`src/rtl/vdd_recovery_sequencer.sv`:
```
// VDD monitor recovery sequencer.
// Debounces fault_vdd, issues single-cycle external_recovery requests with
// bounded retries, per-attempt timeouts and backoff, and latches a lockout /
// safe-state request once the retry budget of an episode is spent.
module vdd_recovery_sequencer #(
  parameter int unsigned SETTLE_CYCLES  = 16,
  parameter int unsigned MAX_RETRIES    = 3,
  parameter int unsigned TIMEOUT_CYCLES = 256,
  parameter int unsigned RETRY_BACKOFF  = 64
) (
  input  logic        clk,
  input  logic        reset,
  input  logic        enable,
  input  logic        fault_vdd,
  input  logic        recovery_ready,
  input  logic        clear_lockout,
  output logic        external_recovery,
  output logic        safe_state_req,
  output logic        lockout,
  output logic        busy,
  output logic [2:0]  seq_state,
  output logic [3:0]  retry_count,
  output logic [15:0] recovery_ok_count,
  output logic [7:0]  lockout_count
);

  typedef enum logic [2:0] {
    S_IDLE         = 3'd0,
    S_FAULT_SETTLE = 3'd1,
    S_REQ_RECOVERY = 3'd2,
    S_WAIT_CLEAR   = 3'd3,
    S_BACKOFF      = 3'd4,
    S_LOCKOUT      = 3'd5
  } state_t;

  localparam logic [7:0]  SETTLE_L  = 8'(SETTLE_CYCLES);
  localparam logic [8:0]  SETTLE_W  = 9'(SETTLE_CYCLES);
  localparam logic [3:0]  RETRY_L   = 4'(MAX_RETRIES);
  localparam logic [16:0] TIMEOUT_W = 17'(TIMEOUT_CYCLES);
  localparam logic [16:0] BACKOFF_W = 17'(RETRY_BACKOFF);

  state_t      state_q;
  state_t      state_nxt;
  logic [7:0]  settle_q;
  logic [7:0]  stable_q;
  logic [15:0] timer_q;
  logic [15:0] rdy_seen_q;

  logic [8:0]  stable_inc;
  logic [16:0] timer_inc;
  logic        success;
  logic        timeout;
  logic        backoff_done;
  logic        ok_inc;

  function automatic logic [15:0] sat_inc16(input logic [15:0] v);
    return (v == 16'hFFFF) ? v : v + 16'd1;
  endfunction

  function automatic logic [7:0] sat_inc8(input logic [7:0] v);
    return (v == 8'hFF) ? v : v + 8'd1;
  endfunction

  assign stable_inc   = {1'b0, stable_q} + 9'd1;
  assign timer_inc    = {1'b0, timer_q} + 17'd1;
  assign success      = !fault_vdd && (stable_inc == SETTLE_W);
  assign timeout      = (timer_inc == TIMEOUT_W);
  assign backoff_done = (timer_inc == BACKOFF_W);
  assign ok_inc       = (state_q == S_WAIT_CLEAR) && enable && success;

  // State register
  always_ff @(posedge clk) begin
    if (reset) state_q <= S_IDLE;
    else       state_q <= state_nxt;
  end

  // Next-state decode; enable=0 aborts every active state except LOCKOUT
  always_comb begin
    state_nxt = state_q;
    case (state_q)
      S_IDLE:         if (enable && fault_vdd) state_nxt = S_FAULT_SETTLE;
      S_FAULT_SETTLE: begin
        if (!enable || !fault_vdd)  state_nxt = S_IDLE;
        else if (settle_q == SETTLE_L) state_nxt = S_REQ_RECOVERY;
      end
      S_REQ_RECOVERY: state_nxt = enable ? S_WAIT_CLEAR : S_IDLE;
      S_WAIT_CLEAR: begin
        if (!enable || success) state_nxt = S_IDLE;
        else if (timeout)       state_nxt = (retry_count == RETRY_L) ? S_LOCKOUT : S_BACKOFF;
      end
      S_BACKOFF: begin
        if (!enable)           state_nxt = S_IDLE;
        else if (backoff_done) state_nxt = fault_vdd ? S_REQ_RECOVERY : S_WAIT_CLEAR;
      end
      S_LOCKOUT:      if (clear_lockout && !fault_vdd) state_nxt = S_IDLE;
      default:        state_nxt = S_IDLE;
    endcase
  end

  // Moore outputs decoded from the registered state only
  always_comb begin
    external_recovery = 1'b0;
    safe_state_req    = 1'b0;
    lockout           = 1'b0;
    busy              = (state_q != S_IDLE);
    seq_state         = state_q;
    case (state_q)
      S_REQ_RECOVERY: external_recovery = 1'b1;
      S_LOCKOUT: begin
        safe_state_req = 1'b1;
        lockout        = 1'b1;
      end
      default: ;
    endcase
  end

  // Episode counters, timers and saturating statistics
  always_ff @(posedge clk) begin
    if (reset) begin
      settle_q          <= '0;
      stable_q          <= '0;
      timer_q           <= '0;
      retry_count       <= '0;
      recovery_ok_count <= '0;
      lockout_count     <= '0;
      rdy_seen_q        <= '0;
    end else begin
      settle_q <= (state_nxt == S_FAULT_SETTLE)
                  ? ((state_q == S_FAULT_SETTLE) ? settle_q + 8'd1 : 8'd1) : 8'd0;

      if (state_q == S_WAIT_CLEAR && state_nxt == S_WAIT_CLEAR) begin
        timer_q  <= timer_inc[15:0];
        stable_q <= fault_vdd ? 8'd0 : stable_inc[7:0];
      end else if (state_q == S_BACKOFF && state_nxt == S_BACKOFF) begin
        timer_q  <= timer_inc[15:0];
        stable_q <= '0;
      end else begin
        timer_q  <= '0;
        stable_q <= '0;
      end

      if (state_nxt == S_IDLE)
        retry_count <= '0;
      else if (state_q == S_REQ_RECOVERY && state_nxt == S_WAIT_CLEAR)
        retry_count <= retry_count + 4'd1;

      if (ok_inc)
        recovery_ok_count <= sat_inc16(recovery_ok_count);
      if (state_nxt == S_LOCKOUT && state_q != S_LOCKOUT)
        lockout_count <= sat_inc8(lockout_count);
      if (recovery_ready)
        rdy_seen_q <= sat_inc16(rdy_seen_q);
    end
  end

endmodule

```
`config.mk`:
```
export PLATFORM = sky130hd
export DESIGN_NAME = vdd_recovery_sequencer
export DESIGN_NICKNAME = d
export VERILOG_FILES = /design/src/rtl/vdd_recovery_sequencer.sv
export SDC_FILE = /design/constraint.sdc
export NUM_CORES = 1
export LEC_CHECK = 0
export ABC_CLOCK_PERIOD_IN_PS = 6600
export CORE_MARGIN = 1
export CORE_UTILIZATION = 59
export DETAILED_ROUTE_END_ITERATION = 6
export PLACE_DENSITY = 0.91
export SLEW_MARGIN = 15
export SYNTH_ARGS = -nofsm -noshare
export SYNTH_HDL_FRONTEND = slang
export SYNTH_SLANG_ARGS = --single-unit
```
`constraint.sdc`:
```
create_clock -name clk -period 6.6 [get_ports clk]
set_input_delay 1.65 -clock clk [delete_from_list [all_inputs] [get_ports clk]]
set_output_delay 1.65 -clock clk [all_outputs]
set_load 0.005 [all_outputs]
```
Word-level counts from Yosys, hierarchy flattened. Index checks and enable logic that the tools add are counted.

Add/subtract/negate cells: 6. Equality and inequality tests: 17. Multiplexer cells: 17. Bitwise operators: 5. Reductions and logical operators: 22.

Operators by type and width (count): $mux W16 (2); $mux W3 (8); $pmux W3 S6 (1); $add A16 B1 Y17 const B (1); $eq A17 B7 Y1 const B (1); $eq A17 B9 Y1 const B (1); $add A16 B1 Y16 const B (1); $add A8 B1 Y8 const B (2); $eq A16 B16 Y1 const B (1); $eq A3 B3 Y1 const B (4); $add A8 B1 Y9 const B (1); $eq A3 B2 Y1 const B (3); $eq A9 B5 Y1 const B (1); $logic_and A1 B1 Y1 (9); $eq A8 B5 Y1 const B (1); $eq A8 B8 Y1 const B (1); $eq A3 B1 Y1 const B (2); $logic_not A3 Y1 (2); $reduce_or A3 Y1 (2); $mux W1 (5); $not A1 Y1 (5); $add A4 B1 Y4 const B (1); $eq A4 B2 Y1 const B (1); $reduce_and A2 Y1 (2); other kinds (6) (9).

Register bits: 63. Bits of input ports: 6. Output and inout port bits: 35. Word-level logic and storage cells: 75.

Logic depth before layout (Yosys ltp). Gate-level depths: netlist (run 1).

Depth in word-level cells: 10. Gate-level depth with buffers: 10. Gate-level depth less buffers: 9.

Least setup slack after synthesis (run 1). No wires, ideal clock.

Kind: input to register. Start: input port enable. End: register lockout_count[5]. Setup time: 123 ps. Data arrival time: 3255 ps. Data required time: 6477 ps. Setup slack: 3222 ps. Cell stages on the path: 7. Path through: nor2b_1 and3_1 a21boi_1 nand4_1 nor2_8 nand4_1 mux2_1.

Longest elaborated chain between the ends: 7. Elaborated cells on any way between the ends: 13.

RTL lines: start: declaration (line 13) `input logic enable,`; $logic_not A1 Y1; $logic_or A1 B1 Y1, on equally long branches (line 88, 83); $mux W3, on equally long branches (line 88, 83); $pmux W3 S6 (*) (line 80) `case (state_q)`; $eq A3 B3 Y1 (*) (line 149) `if (state_nxt == S_LOCKOUT && state_q != S_LOCKOUT)`; $logic_and A1 B1 Y1 (*) (line 149); $reduce_and A2 Y1 (no source line) (*); end signal: assignment (line 150) `lockout_count <= sat_inc8(lockout_count);`; end: declaration (line 24) `output logic [7:0] lockout_count`.

Mark *: on every way between the ends. The rest lies on a longest branch, timed or not. A chain may end at the register's enable or synchronous reset.

Worst setup path in the final report (run 1). Ends and elaborated chain as after synthesis.

==> flow_metrics.env, run 1 <==
export IMPL_status="finished clean"
export IMPL_cts_sinks=63
export IMPL_finalInstanceArea_um2=3781
export IMPL_path_cells="clkdlybuf4s50_1 > nor2b_1 > and3_1 > a21boi_1 > nand4_1 > nor2_8 > nand4_1 > mux2_1"
export IMPL_synth_top_area_cell="dfxtp_1"
export IMPL_setup_violations=0
export IMPL_port_buffers=39
export IMPL_synth_seq_cells=63
export IMPL_synth_mux_area_share_pct=1.317
export IMPL_hold_viol=0
export IMPL_antenna_left=0
export IMPL_n_antenna_cell=0
export IMPL_maxCapViolCount=0
export IMPL_drtIter0Drc=158
export IMPL_rsz0062_at_grt="no"
export IMPL_post_cts_resized=0
export IMPL_rows=26
export IMPL_cp_max_fo=8
export IMPL_pin_count=41
export IMPL_report_final_slew_viol_count=0
export IMPL_synthTopCellsByArea="dfxtp_1 (39%), xor2_1 (7.6%), nor2_1 (7.2%)"
export IMPL_placed_area_um2=3616
export IMPL_ys_flop_type="dfxtp_1"
export IMPL_worstPathRequired_ns=6.83
export IMPL_hpwlAfterDp_um=4621
export IMPL_vias=2741
export IMPL_finalWirelength_um=6601
export IMPL_reg2regPathDepth=8
export IMPL_yosysTopAreaCellShare_pct=39.04
export IMPL_antenna_found_initial=0
export IMPL_fin_crit_ns=3.975
export IMPL_ys_seq_area_share_pct=39.04
export IMPL_cts_root_buf="clkbuf_8"
export IMPL_synth_most_common_cell="dfxtp_1"
export IMPL_final_instance_count_excl_fill=483
export IMPL_p_leak_nw=1.359
export IMPL_drive_above_1_share_pct=6.538
export IMPL_dr_pass1_iters=4
export IMPL_gr_usage_met2_pct=40.27
export IMPL_clk_path_buf_depth=2
export IMPL_crit_top_cell="nand4_1"
export IMPL_setup_tns_ns=0
export IMPL_met3_usage_pct=5.868
export IMPL_synth_compound_gate_area_share_pct=7.630
export IMPL_synth_edf_count=0
export IMPL_power_uw=677.6
export IMPL_setup_ws_ns=2.625
export IMPL_grt_total_usage_pct=24.28
export IMPL_r2r_start="timer_q[0]$_SDFF_PP0_"
export IMPL_grt_busiest_layer="met2"
export IMPL_cts_tree="done"
export IMPL_nets=423
export IMPL_synthCells=375
export IMPL_reg2reg_to="timer_q[11]$_SDFF_PP0_"
export IMPL_die_height_um=76.00
export IMPL_cts_buffers_inserted=9
export IMPL_hp_start="stable_q[0]$_SDFF_PP0_"
export IMPL_grt_pass1_wl_um=11320
export IMPL_cpPeakStageDelay_ns=0.52
export IMPL_place_inst=468
export IMPL_h_tree_depth=3
export IMPL_start_util_pct=62.07
export IMPL_grt_max_degree=32
export IMPL_async_flop_share_pct=0
export IMPL_place_congestion=0.8325
export IMPL_synth_distinct_cells=55
export IMPL_critical_path_class="in2reg"
export IMPL_relSlewSlack_pct=53.59
export IMPL_finClkSkew_ns=0.009865
export IMPL_cp_top_family="simple AND/OR/NAND/NOR gates"
export IMPL_clk_pin_slew_ns=0.06
export IMPL_wl_per_cell_um=13.67
export IMPL_synthToLayoutAreaGrowth_pct=17.04
export IMPL_min_path_type="reg2reg"
export IMPL_rrSetupSlack_ns=3.77
export IMPL_postCtsHoldBufs=0
export IMPL_die_area_um2=5775
export IMPL_synthAdderAreaFrac_pct=3.098
export IMPL_grt_pass1_vias=2495
export IMPL_die_w_um=76.00
export IMPL_pre_cts_ws_ns=2.331
export IMPL_end_kind="flip-flop"
export IMPL_min_to="stable_q[0]$_SDFF_PP0_"
export IMPL_vdd_drop_max_uv=213.5
export IMPL_crit_buf_inv=1
export IMPL_holdPathStages=1
export IMPL_synth_xor_area_share_pct=13.01
export IMPL_core_area_um2=5205
export IMPL_slowest_stage="a21boi_1"
export IMPL_met1_usage_pct=29.34
export IMPL_synth_top_family_by_area="simple AND/OR/NAND/NOR gates"
export IMPL_vias_per_cell=5.675
export IMPL_yosysWarnings=0
export IMPL_yosys_area_share_simple_pct=31.53
export IMPL_fin_crit_sh_pct=60.23
export IMPL_drc=0
export IMPL_syn_avg_cell_area_um2=8.615
export IMPL_syn_num_nets=389
export IMPL_syn_area_um2=3231
export IMPL_max_slew_worst_pin_slew_ns=0.6936
export IMPL_critical_path_arrival_ns=4.21
export IMPL_overflow=0
export IMPL_insertion_delay_ns=0.34
export IMPL_cp_start_kind="primary input"
export IMPL_postCtsSetupBuffers=0
export IMPL_fmax_ghz=0.2516
export IMPL_p_per_area_nw_per_um2=179.2
export IMPL_synth_common_cells="dfxtp_1 (63), nor2_1 (62), xor2_1 (28), nand3_1 (26), nand2_1 (22)"
power by group:
group	internal, mW	switching (mW)	total (mW)
logic	0.00511	0.00684	0.0119
registers	0.381	0.000678	0.381
clock network	0.144	0.141	0.284
metrics by stage:
step | util [%] | hold slack (ns)
3_5_place_dp | 69.47 | 0.4391
2_1_floorplan | - | 0.4175
3_3_place_gp | 69.47 | 0.4344
6_report | 72.64 | 0.4527
5_1_grt | 72.64 | 0.4939
4_1_cts | 72.64 | 0.4536
kinds of logic after synthesis:
| family | after synthesis |
|---|---|
| flops | 63 |
| xor+xnor | 48 |
| fa+ha+maj | 8 |
| compound gates | 36 |
| buf+inv | 28 |
| simple gates | 188 |
| mux | 4 |
cell type report:
| type | instances | area, um2 |
|---|---|---|
| Clock buffer | 12 | 145.1 |
| Clock inverter | 3 | 20.02 |
| Fill cell | 401 | 1424 |
| Inverter | 11 | 41.29 |
| Multi-Input combinational cell | 284 | 1828 |
| Sequential cell | 63 | 1261 |
| Tap cell | 70 | 87.58 |
| Timing Repair Buffer | 40 | 397.9 |
cells in the final DEF (no fill, tap or decap), drive strengths merged, types with 10 or more instances in the layout:
cell type	instances
and3	13
and4	10
clkbuf	12
clkdlybuf4s50	39
dfxtp	63
inv	11
nand2	22
nand3	27
nand4	13
nor2	63
xnor2	20
xor2	28
worst max-delay path by stage:
| stage | slack (ns) | end | from | depth (start not counted) |
|---|---|---|---|---|
| floorplan | 3.22 | lockout_count[5]$_SDFFE_PP0P_ | enable | 7 |
| global placement | 2.39 | lockout_count[5]$_SDFFE_PP0P_ | enable | 8 |
| detailed placement | 2.33 | lockout_count[5]$_SDFFE_PP0P_ | enable | 8 |
| CTS | 2.68 | lockout_count[5]$_SDFFE_PP0P_ | enable | 8 |
| global route | 2.48 | lockout_count[5]$_SDFFE_PP0P_ | enable | 8 |
| finish | 2.62 | lockout_count[5]$_SDFFE_PP0P_ | enable | 8 |
registers in the layout, indices dropped and copies added, names as in the netlist:
register	count
seq_state	3
recovery_ok_count	16
lockout_count	8
settle_q	8
timer_q	16
stable_q	8
retry_count	4
layer usage:
metal	vias up	share of wire (%)	wire length, um
li1	1364	-	-
met1	1288	46	3013
met2	73	47	3122
met3	16	4.6	301
met4	0	2.5	163
met5	-	0	0
worst register-to-register path: stages, from the launching register on:
cell	delay, ns
dfxtp_1	0.41
ha_1	0.31
and2_1	0.22
nand4_1	0.19
mux2_2	0.30
nand4_2	0.40
o31ai_1	0.44
a21o_2	0.37
nor2b_1	0.08
Power figures use the tool's default switching activity.
==> run 2, diff against run 1 <==
- ABC_CLOCK_PERIOD_IN_PS: 6600 -> 3600
- CORE_UTILIZATION: 59 -> 50
- PLACE_DENSITY: 0.91 -> 0.83
- clock period: 6.6 -> 3.6 ns (I/O delays scaled with it)
==> run 2 against run 1 <==
Sequential power rose by 83%. Non-clock buffer count increased by 2. Count of clock-buffer cells in the layout decreased by 2. Critical path depth did not move. Die area rose by 18%. Combinational power is 87% higher. Critical path type unchanged. Final area rose by 2.3%. Clock power grew 150%. Utilization down 8.8 points. Total power is 110% higher.
==> flow_metrics.env, run 2 (synthesis gave the netlist of run 1 again) <==
export IMPL_relSlewSlack_pct=59.43
export IMPL_die_height_um=82.38
export IMPL_cts_buffers_inserted=9
export IMPL_critical_path_class="in2reg"
export IMPL_h_tree_depth=3
export IMPL_fmax_ghz=0.3544
export IMPL_cts_root_buf="clkbuf_8"
export IMPL_met1_usage_pct=26.74
export IMPL_fin_crit_sh_pct=78.38
export IMPL_reg2reg_to="timer_q[3]$_SDFF_PP0_"
export IMPL_grt_pass1_vias=2340
export IMPL_place_congestion=0.8031
export IMPL_drive_above_1_share_pct=7.692
export IMPL_p_per_area_nw_per_um2=367.8
export IMPL_finClkSkew_ns=0.006274
export IMPL_worstPathRequired_ns=3.84
export IMPL_pin_count=41
export IMPL_reg_top3="recovery_ok_count (16), timer_q (16)"
export IMPL_setup_violations=0
export IMPL_die_area_um2=6786
export IMPL_cts_tree="done"
export IMPL_min_path_type="reg2reg"
export IMPL_antenna_found_initial=0
export IMPL_final_common_cell="dfxtp_1"
export IMPL_grt_pass1_wl_um=10580
export IMPL_antenna_left=0
export IMPL_hpwlAfterDp_um=4588
export IMPL_hp_start="stable_q[0]$_SDFF_PP0_"
export IMPL_vias=2678
export IMPL_fin_crit_ns=2.822
export IMPL_drc=0
export IMPL_core_area_um2=6061
export IMPL_wl_per_cell_um=13.25
export IMPL_grt_max_degree=25
export IMPL_rsz0062_at_grt="no"
export IMPL_n_antenna_cell=0
export IMPL_clk_path_buf_depth=2
export IMPL_setup_tns_ns=0
export IMPL_finalWirelength_um=6504
export IMPL_finalInstanceArea_um2=3867
export IMPL_nets=425
export IMPL_rows=28
export IMPL_setup_ws_ns=0.7782
export IMPL_cp_start_kind="primary input"
export IMPL_post_cts_resized=0
export IMPL_grt_busiest_layer="met2"
export IMPL_startpoint="enable"
export IMPL_synthToLayoutAreaGrowth_pct=19.71
export IMPL_cts_sinks=63
export IMPL_pre_cts_ws_ns=0.4334
export IMPL_status="finished clean"
export IMPL_met3_usage_pct=7.692
export IMPL_max_slew_worst_pin_slew_ns=0.6039
export IMPL_clk_pin_slew_ns=0.07
export IMPL_cp_max_fo=5
export IMPL_critical_path_arrival_ns=3.07
export IMPL_hold_viol=0
export IMPL_drtIter0Drc=114
export IMPL_dr_pass1_iters=4
export IMPL_layout_common_cells="dfxtp_1 (63), nor2_1 (62), clkdlybuf4s50_1 (39)"
export IMPL_p_leak_nw=1.401
export IMPL_postCtsHoldBufs=0
export IMPL_vias_per_cell=5.454
export IMPL_port_buffers=39
export IMPL_rrSetupSlack_ns=0.85
export IMPL_gr_usage_met2_pct=31.74
export IMPL_vdd_drop_max_uv=307.0
export IMPL_die_w_um=82.38
export IMPL_insertion_delay_ns=0.35
export IMPL_grt_total_usage_pct=20.85
export IMPL_postCtsSetupBuffers=0
export IMPL_overflow=0
export IMPL_maxCapViolCount=0
export IMPL_reg2regPathDepth=8
export IMPL_start_util_pct=53.30
export IMPL_report_final_slew_viol_count=0
export IMPL_r2r_start="timer_q[0]$_SDFF_PP0_"
export IMPL_placed_area_um2=3637
export IMPL_end_kind="flip-flop"
export IMPL_endpoint="lockout_count[5]$_SDFFE_PP0P_"
run 2: changes by cell type in the layout (fill, tap and decap cells not counted):
cell and change:
buf_4 +2, bufinv_16 +2, inv_6 +1, clkinv_4 +1, clkbuf_1 -2, clkinv_2 -1
run 2: per-stage QoR:
step	util (%)	total power [mW]	cells	hold WS [ns]
CTS	63.81	1.437	491	0.4642
global route	63.81	1.470	491	0.4998
global placement	60.01	0.7361	475	0.4293
detailed placement	60.01	0.7364	475	0.4472
floorplan	-	0.7257	375	0.4175
finish	63.81	1.423	491	0.4553
run 2: final cells by class:
class,count,area (um2)
flip-flops and latches,63,1261
multi-input cells,284,1828
clock buffers,10,137.6
inverters,11,41.29
repair buffers,42,412.9
fillers,498,2193
clock inverters,6,92.59
well taps,75,93.84
run 2: worst min-delay path by stage:
stage                             end  slack (ns)  depth (start not counted)
3_5_place_dp   stable_q[0]$_SDFF_PP0_        0.45                          1
4_1_cts        stable_q[0]$_SDFF_PP0_        0.46                          1
5_1_grt        stable_q[0]$_SDFF_PP0_        0.50                          1
6_report       stable_q[0]$_SDFF_PP0_        0.46                          1
3_3_place_gp   stable_q[0]$_SDFF_PP0_        0.43                          1
2_1_floorplan  stable_q[0]$_SDFF_PP0_        0.42                          1
run 2: layer usage:
metal,wire (um),up-vias
li1,-,1378
met5,0,-
met1,3175,1238
met4,69,0
met2,2918,54
met3,341,8
run 2: worst max-delay path: stages:
cell and delay, ns:
clkdlybuf4s50_1 0.50, nor2b_1 0.18, and3_1 0.19, a21boi_1 0.24
nand4_1 0.36, nor2_8 0.24, nand4_1 0.12, mux2_1 0.32
run 2: where the power goes:
group / internal, mW / total [mW] / switching (mW)
registers: 0.697 / 0.699 / 0.00121
clock network: 0.412 / 0.702 / 0.290
logic: 0.00936 / 0.0223 / 0.0129
==> run 3, diff against run 2 <==
- ABC_CLOCK_PERIOD_IN_PS: 3600 -> 2800
- CORE_UTILIZATION: 50 -> 55
- PLACE_DENSITY: 0.83 -> 0.86
- clock period: 3.6 -> 2.8 ns (I/O delays scaled with it)
==> run 3 against run 2 <==
Combinational power grew 38%. Total power increased by 34%. Cell count rose by 0.61%. Count of clock-buffer cells in the layout shrank 1. Non-clock buffer count increased by 6. Via count rose by 3.5%. Clock skew up 0.00094 ns. Hold slack worse by 0.0016 ns. Sequential cell count did not move. Sequential share of layout area down 0.45 points. Clock power rose by 38%. Final area is 1.4% higher. Largest cell class unchanged.
==> flow_metrics.env, run 3 (synthesis gave the netlist of run 1 again) <==
export IMPL_hold_viol=0
export IMPL_final_util_pct=70.35
export IMPL_crit_top_cell="nand4_1"
export IMPL_cts_root_buf="clkbuf_8"
export IMPL_core_area_um2=5574
export IMPL_die_height_um=78.64
export IMPL_fin_crit_sh_pct=91.43
export IMPL_max_slew_worst_pin_slew_ns=0.4810
export IMPL_power_mw=1.900
export IMPL_finalWirelength_um=6935
export IMPL_clk_pin_slew_ns=0.07
export IMPL_startpoint="timer_q[0]$_SDFF_PP0_"
export IMPL_fin_crit_ns=2.560
export IMPL_final_common_cell="dfxtp_1"
export IMPL_swShare_pct=20.95
export IMPL_end_kind="flip-flop"
export IMPL_n_antenna_cell=0
export IMPL_die_area_um2=6184
export IMPL_p_clk_share_pct=51.1
export IMPL_vdd_drop_max_uv=320.0
export IMPL_cpPeakStageDelay_ns=0.42
export IMPL_fmax_ghz=0.3906
export IMPL_antenna_found_initial=0
export IMPL_p_int_mw=1.502
export IMPL_worstPathRequired_ns=3.03
export IMPL_rows=27
export IMPL_fin_hold_ws_ns=0.4537
export IMPL_path_cells="ha_1 > and2_1 > nand4_1 > mux2_2 > nand4_2 > buf_4 > nor2_8 > nand4_1 > mux2_1"
export IMPL_place_inst=478
export IMPL_synthToLayoutAreaGrowth_pct=21.38
export IMPL_hpwlAfterDp_um=4728
export IMPL_drtIter0Drc=156
export IMPL_status="finished clean"
export IMPL_maxCapViolCount=0
export IMPL_report_final_slew_viol_count=0
export IMPL_postCtsHoldBufs=0
export IMPL_grt_total_usage_pct=24.18
export IMPL_cp_start_kind="flip-flop"
export IMPL_p_sw_uw=398.1
export IMPL_start_util_pct=57.96
export IMPL_layout_common_cells="dfxtp_1 (63), nor2_1 (62), clkdlybuf4s50_1 (39)"
export IMPL_r2r_start="timer_q[0]$_SDFF_PP0_"
export IMPL_cts_buffers_inserted=9
export IMPL_reg_top3="recovery_ok_count (16), timer_q (16)"
export IMPL_cts_tree="done"
export IMPL_wl_per_cell_um=14.04
export IMPL_p_comb_share_pct=1.6
export IMPL_endpoint="lockout_count[5]$_SDFFE_PP0P_"
export IMPL_rsz0062_at_grt="no"
export IMPL_vias=2773
export IMPL_p_leak_nw=1.435
export IMPL_n_fill_cell=449
export IMPL_drive_above_1_share_pct=9.005
export IMPL_critical_path_arrival_ns=2.79
export IMPL_seq_power_share_pct=47.3
export IMPL_finClkSkew_ns=0.007211
export IMPL_nets=431
export IMPL_grt_pass1_wl_um=11680
export IMPL_clk_path_buf_depth=2
export IMPL_postCtsSetupBuffers=0
export IMPL_vias_per_cell=5.613
export IMPL_cts_sinks=63
export IMPL_cp_max_fo=7
export IMPL_grt_max_degree=31
export IMPL_min_path_type="reg2reg"
export IMPL_drc=0
export IMPL_dr_pass1_iters=4
export IMPL_rrSetupSlack_ns=0.24
export IMPL_place_congestion=0.8401
export IMPL_antenna_left=0
export IMPL_port_buffers=39
export IMPL_relSlewSlack_pct=67.59
export IMPL_pin_count=41
export IMPL_slowest_stage="dfxtp_1"
export IMPL_insertion_delay_ns=0.35
export IMPL_overflow=0
export IMPL_reg2regPathDepth=9
export IMPL_reg2reg_to="lockout_count[5]$_SDFFE_PP0P_"
export IMPL_setup_violations=0
export IMPL_post_cts_resized=0
export IMPL_h_tree_depth=3
export IMPL_setup_tns_ns=0
export IMPL_critical_path_class="reg2reg"
export IMPL_grt_pass1_vias=2520
export IMPL_final_instance_count_excl_fill=494
export IMPL_die_w_um=78.64
export IMPL_p_per_area_nw_per_um2=484.5
[run 3: changes by cell type in the layout (fill, tap and decap cells not counted), sizes merged]
cell	delta
buf	+6
clkbuf	-1
bufinv	+1
[run 3: per-stage QoR]
step	area, um2	setup slack [ns]
final	3921	0.2398
after global routing	3921	0.1654
after CTS	3921	0.2589
after detailed placement	3679	-0.005631
after global placement	3679	0.08668
after floorplan	3231	0.3717
[run 3: worst min path at each step]
| stage | endpoint | start | slack, ns | cells past startpoint |
|---|---|---|---|---|
| 6_report | stable_q[0]$_SDFF_PP0_ | stable_q[0]$_SDFF_PP0_ | 0.45 | 1 |
| 5_1_grt | stable_q[0]$_SDFF_PP0_ | stable_q[0]$_SDFF_PP0_ | 0.50 | 1 |
| 4_1_cts | stable_q[0]$_SDFF_PP0_ | stable_q[0]$_SDFF_PP0_ | 0.46 | 1 |
| 3_5_place_dp | stable_q[0]$_SDFF_PP0_ | stable_q[0]$_SDFF_PP0_ | 0.44 | 1 |
| 3_3_place_gp | stable_q[0]$_SDFF_PP0_ | stable_q[0]$_SDFF_PP0_ | 0.43 | 1 |
| 2_1_floorplan | stable_q[0]$_SDFF_PP0_ | stable_q[0]$_SDFF_PP0_ | 0.42 | 1 |
[run 3: final cells by class]
type	instances	area [um2]	area share, %
clock buffers	9	123.9	3.159
clock inverters	7	118.9	3.031
inverters	11	41.29	1.053
multi-input cells	284	1828	46.62
flip-flops and latches	63	1261	32.16
well taps	72	90.09	2.297
repair buffers	48	457.9	11.68
[run 3: power by group through the flow]
stage                     clock [mW]  combinational (mW)  sequential, mW
after global routing            1.03              0.0332           0.898
after detailed placement           0              0.0294           0.919
after CTS                      0.981              0.0302           0.898
final                          0.971              0.0308           0.898
after global placement             0              0.0290           0.919
after floorplan                    0              0.0145           0.919
[run 3: worst max-delay path, delay by kind of cell (launching register included)]
kind          cells  cell delay [ns]
fa+ha+maj         1             0.31
mux               2             0.62
buf+inv           1             0.25
flops             1             0.42
simple gates      5             0.85
[run 3: metal layers]
metal | vias to the layer above | track usage [%] | wire length, um
met5 | - | 0 | 0
met4 | 0 | 9.630 | 117
met3 | 12 | 5.349 | 286
met2 | 64 | 37.22 | 3205
met1 | 1308 | 32.66 | 3326
li1 | 1389 | - | -
